### src/rtl/uart_byte_fifo_if.sv
// Byte stream bundle between the UART receiver, the FIFO and the byte consumer.
// Latency: none, this is only wiring.
// Backpressure: out_ready throttles the consumer side; the write side has no ready.
interface uart_byte_fifo_if #(
  parameter int WIDTH = 8
);
  logic             in_valid;
  logic [WIDTH-1:0] in_data;
  logic             out_valid;
  logic [WIDTH-1:0] out_data;
  logic             out_ready;

  // Producer/consumer side: writes bytes and accepts the head.
  modport master (
    output in_valid,
    output in_data,
    output out_ready,
    input  out_valid,
    input  out_data
  );

  // FIFO side.
  modport slave (
    input  in_valid,
    input  in_data,
    input  out_ready,
    output out_valid,
    output out_data
  );
endinterface

### src/rtl/uart_byte_fifo.sv
// First-word-fall-through byte queue between the UART rx strobe and a valid/ready consumer.
// Latency: a byte written at edge N is on out_data with out_valid=1 after edge N.
// Backpressure: none upstream; a byte arriving while full with no pop is dropped and counted.
module uart_byte_fifo #(
  parameter int DEPTH = 16,
  parameter int WIDTH = 8,
  localparam int CNT_W = $clog2(DEPTH) + 1
) (
  input  logic             clk,
  input  logic             rst,
  uart_byte_fifo_if.slave  bus,
  output logic [CNT_W-1:0] count,
  output logic             full,
  output logic             empty,
  output logic             overflow,
  input  logic             clr_overflow,
  output logic [7:0]       drop_cnt
);
  localparam int PTR_W = $clog2(DEPTH);

  logic [WIDTH-1:0] mem [DEPTH];
  logic [PTR_W-1:0] wr_ptr;
  logic [PTR_W-1:0] rd_ptr;
  logic             push;
  logic             pop;
  logic             drop;

  // Status decodes come from the count register only, never from pointer compare.
  assign empty         = (count == '0);
  assign full          = (count == CNT_W'(DEPTH));
  assign bus.out_valid = !empty;
  assign bus.out_data  = mem[rd_ptr];

  // A pop frees a slot in the same cycle, so a write to a full FIFO that is
  // being drained is accepted rather than dropped.
  assign pop  = bus.out_valid && bus.out_ready;
  assign push = bus.in_valid && (!full || pop);
  assign drop = bus.in_valid && full && !pop;

  // Storage write; contents are deliberately left untouched by reset.
  always_ff @(posedge clk) begin
    if (push) begin
      mem[wr_ptr] <= bus.in_data;
    end
  end

  // Pointers wrap modulo DEPTH through natural overflow of their width.
  always_ff @(posedge clk) begin
    if (rst) begin
      wr_ptr <= '0;
      rd_ptr <= '0;
    end else begin
      if (push) wr_ptr <= wr_ptr + PTR_W'(1);
      if (pop)  rd_ptr <= rd_ptr + PTR_W'(1);
    end
  end

  // Occupancy: simultaneous push and pop leave it unchanged.
  always_ff @(posedge clk) begin
    if (rst) begin
      count <= '0;
    end else begin
      case ({push, pop})
        2'b10:   count <= count + CNT_W'(1);
        2'b01:   count <= count - CNT_W'(1);
        default: count <= count;
      endcase
    end
  end

  // Sticky overflow and saturating drop counter; a drop beats a same-cycle clear.
  always_ff @(posedge clk) begin
    if (rst) begin
      overflow <= 1'b0;
      drop_cnt <= '0;
    end else if (drop) begin
      overflow <= 1'b1;
      if (clr_overflow)           drop_cnt <= 8'd1;
      else if (drop_cnt != 8'hFF) drop_cnt <= drop_cnt + 8'd1;
    end else if (clr_overflow) begin
      overflow <= 1'b0;
      drop_cnt <= '0;
    end
  end
endmodule

### src/flat_wrapper.sv
// flat-port wrapper written by rule: the top's interface ports become plain ports
module uart_byte_fifo_flat 
#(
  parameter int DEPTH = 16,
  parameter int WIDTH = 8,
  localparam int CNT_W = $clog2(DEPTH) + 1
)
  (clk, rst, count, full, empty, overflow, clr_overflow, drop_cnt, bus_in_valid, bus_in_data, bus_out_ready, bus_out_valid, bus_out_data);
  uart_byte_fifo_if #(.WIDTH(WIDTH)) bus_i ();
  input  logic clk;
  input  logic rst;
  output logic [CNT_W-1:0] count;
  output logic full;
  output logic empty;
  output logic overflow;
  input  logic clr_overflow;
  output logic [7:0] drop_cnt;
  input wire logic [$bits(bus_i.in_valid)-1:0] bus_in_valid;
  input wire logic [$bits(bus_i.in_data)-1:0] bus_in_data;
  input wire logic [$bits(bus_i.out_ready)-1:0] bus_out_ready;
  output wire logic [$bits(bus_i.out_valid)-1:0] bus_out_valid;
  output wire logic [$bits(bus_i.out_data)-1:0] bus_out_data;
  assign bus_i.in_valid = bus_in_valid;
  assign bus_i.in_data = bus_in_data;
  assign bus_i.out_ready = bus_out_ready;
  assign bus_out_valid = bus_i.out_valid;
  assign bus_out_data = bus_i.out_data;
  uart_byte_fifo #(.DEPTH(DEPTH), .WIDTH(WIDTH)) u_core (.clk(clk), .rst(rst), .bus(bus_i), .count(count), .full(full), .empty(empty), .overflow(overflow), .clr_overflow(clr_overflow), .drop_cnt(drop_cnt));
endmodule
### config.mk
export PLATFORM = sky130hd
export DESIGN_NAME = uart_byte_fifo_flat
export DESIGN_NICKNAME = d
export VERILOG_FILES = /design/src/rtl/uart_byte_fifo_if.sv /design/src/rtl/uart_byte_fifo.sv /design/src/flat_wrapper.sv
export SDC_FILE = /design/constraint.sdc
export NUM_CORES = 1
export LEC_CHECK = 0
export CAP_MARGIN = 5
export CORE_MARGIN = 10
export CORE_UTILIZATION = 60
export CTS_BUF_LIST = sky130_fd_sc_hd__clkbuf_4
export CTS_CLUSTER_SIZE = 10
export DETAILED_ROUTE_END_ITERATION = 7
export GPL_ROUTABILITY_DRIVEN = 0
export PLACE_DENSITY = 0.77
export RECOVER_POWER = 25
export SYNTH_ARGS = -nofsm -noshare
export SYNTH_HDL_FRONTEND = slang
export SYNTH_SLANG_ARGS = --single-unit
### constraint.sdc
create_clock -name clk -period 4.8 [get_ports clk]
set_clock_uncertainty 0.2 [all_clocks]
set_input_delay 0.96 -clock clk [delete_from_list [all_inputs] [get_ports clk]]
set_output_delay 0.96 -clock clk [all_outputs]
set_load 0.01 [all_outputs]
==> flow_summary.toml <==
[global_route]
grt_pass1_vias = 3652
antenna_found_initial = 0
top_usage_layer = "met2"
grt_max_degree = 33
grt_pass1_wl_um = 19900
use_met1_pct = 22.2
gr-usage-met2_pct = 29.0
gr-usage-met3_pct = 5.19
grt-ovfl-total = 0
grt_use_total_pct = 17.8

[floorplan]
placementRows = 37
io_pins = 38
initial_core_util_pct = 61.2
die_w_um = 122
die_h_um = 122
fp.coreArea_sq_um = 10300
dieArea_sq_um = 15000

[clocking]
hold_buffers = 0
insertion_delay_ns = 0.53
cts_tree = "yes"
cts_setup_buffers = 0
cts_buffer_depth = 2
htree_levels = 4
numCtsBuffers = 17
clockRootBuffer = "clkbuf_4"
cts.repair.resized = 0
clock-sinks = 154
path_clk_slew_ns = 0.13

[timing]
drv_slew = 0
slew_headroom_pct = 40.1
rsz0062_at_grt = "false"
setup_tns_ns = 0
period_minus_slack_ns = 4.14
tightestPinTransition_ns = 0.895
fmax_mhz = 241
hold_viol_final = 0
finalSetupViolCount = 0
post-route-period-util_pct = 86.3

[synthesis]
synth_cell_types = 48
synthArstFlopShare_pct = 0
mappedNetlistArea_sq_um = 6290
synth_top_area_share_pct = 61.1
synth_area_leaders = "edfxtp_1, mux4_2, dfxtp_1, ha_1, a22oi_1"
ys_ff_latch = 154
yosys_warnings = 0
synth-edff-count = 128
syn_inst = 382
synth-main-ff-cell = "edfxtp_1"
yosysTopAreaCell = "edfxtp_1"
synth.net_count = 405
syn_area_per_cell_sq_um = 16.5
seq_area_frac_synth_pct = 69.4

[placement]
dpl.hpwl_um = 8250
portBuffers = 37

[worst_setup_path]
worstRegToRegCells = 10
cp.required_ns = 3.64
r2r-start = "u_core.count[2]"
critPathMaxFanout = 17
slowest_delay_ns = 0.75
start_kind = "flip-flop"
end_kind = "output port"
cp_slowest_cell = "dfxtp_2"
r2r_slack_ns = 1.07
path_cells = "buf_12 > mux4_2 > a22oi_1 > nand2_1 > clkdlybuf4s50_1"
reg2reg_to = "u_core.count[4]"
setup.worst_path.class = "flip-flop to output port"
crit_arrival_ns = 2.98

[routing]
vias_per_cell = 6.22
vias = 3552
postRouteAntennaNets = 0
dr.pass1.iters = 5
drc = 0
wl_per_cell_um = 22.1
drt-total-wl_um = 12600
drtIter0Drc = 366

[power]
power_density_nw_per_um2 = 469
leakagePower_uw = 0.00226
power_uw = 3340
ir_drop_mv = 0.355

[min_path]
hp-start = "u_core.overflow"
hp-class = "flip-flop to flip-flop"
holdPathStages = 2
hold_end = "u_core.overflow"

[finish]
drive_gt1_share_pct = 17.2
antenna_cells = 0
final_nets = 445
synthToLayoutAreaGrowth_pct = 13.3

[job]
max_cap_viol_count = 0

[outcome]
outcome = "finished clean"
==> cell usage after synthesis, types with 2 or more instances <==
cell type / number
inv_1: 10
nor3b_1: 3
edfxtp_1: 128
or3_1: 4
o21ai_0: 4
and2_1: 2
nor2_1: 29
or2_2: 2
nor3_1: 8
o311ai_0: 2
xnor2_1: 4
mux2i_1: 2
ha_1: 10
mux4_2: 32
xor2_1: 5
buf_1: 5
buf_6: 2
nand4_1: 6
nand3_1: 7
buf_2: 2
a221oi_1: 2
dfxtp_1: 26
a21oi_1: 8
o41ai_1: 4
or4_1: 3
nand2_1: 17
clkbuf_1: 13
a22oi_1: 16
o31ai_1: 2
nand2b_1: 5
nor2b_1: 2
==> worst max-delay path, delay by kind of cell, from the launching register on <==
family	cells	cell delay, ns
flip-flops	1	0.75
buffers and inverters	2	0.75
multiplexers	1	0.53
AO/OA/AOI/OAI	1	0.31
AND/OR/NAND/NOR	1	0.11
==> power breakdown <==
part / leakage [uW] / internal [uW] / switching (uW) / total [uW]
clock network: 0.000169 / 465 / 425 / 890
logic: 0.000728 / 449 / 394 / 843
registers: 0.00137 / 1510 / 101 / 1610
==> layout by cell type (no fill, tap or decap), types with 6 or more instances in the layout <==
| master | instances |
|---|---|
| a21oi_1 | 8 |
| a22oi_1 | 16 |
| clkbuf_4 | 18 |
| clkdlybuf4s50_1 | 30 |
| dfxtp_1 | 25 |
| dlygate4sd3_1 | 7 |
| edfxtp_1 | 128 |
| ha_1 | 10 |
| inv_1 | 10 |
| mux4_2 | 32 |
| nand2_1 | 17 |
| nand3_1 | 7 |
| nand4_1 | 6 |
| nor2_1 | 29 |
| nor3_1 | 8 |
==> stage by stage <==
stage | area (sq um) | cells | utilization, % | setup WS (ns) | hold WS [ns]
floorplan | 6290 | 382 | - | 1.24 | 0.282
global placement | 6790 | 539 | 66.0 | 0.788 | 0.260
detailed placement | 6790 | 539 | 66.0 | 0.599 | 0.278
CTS | 7130 | 571 | 69.3 | 0.571 | 0.300
global route | 7130 | 571 | 69.3 | 0.433 | 0.319
finish | 7130 | 571 | 69.3 | 0.657 | 0.294
==> flip-flops by register name, summed over array words and instances, names as in the netlist, named ones only <==
name / count
u_core.overflow: 1
u_core.rd_ptr: 4
u_core.wr_ptr: 4
u_core.drop_cnt: 8
u_core.mem: 128
u_core.count: 5
==> kinds of logic after synthesis <==
group / count (synthesis) / synth area share [%]
DFF: 154 / 69.4
and+or+nand+nor: 94 / 7.60
AOI/OAI and AO/OA: 49 / 5.79
muxes: 34 / 11.8
buffers and inverters: 32 / 2.19
adders and majority gates: 10 / 1.99
xor gates and xnor gates: 9 / 1.25
==> metal layers <==
layer	up-vias	wire (um)
met1	1795	5020
met2	141	6470
li1	1601	-
met3	15	985
met4	0	164
met5	-	0
==> worst max path at each step <==
stage / start / endpoint / depth (start not counted)
final: flip-flop / bus_out_data[5] / 5
after global routing: flip-flop / bus_out_data[5] / 5
after CTS: flip-flop / bus_out_data[5] / 5
after detailed placement: bus_out_ready / u_core.count[4] / 10
after global placement: bus_out_ready / u_core.count[4] / 10
after floorplan: u_core.count[2] / u_core.count[4] / 13
==> layout make-up <==
type | count | area [sq um]
sequential | 154 | 4370
fill | 691 | 3150
multi-input combinational | 196 | 1790
timing repair buffer | 43 | 428
clock inverter | 14 | 203
tap | 136 | 170
clock buffer | 18 | 135
inverter | 10 | 37.5
(Power assumes the default switching activity.)
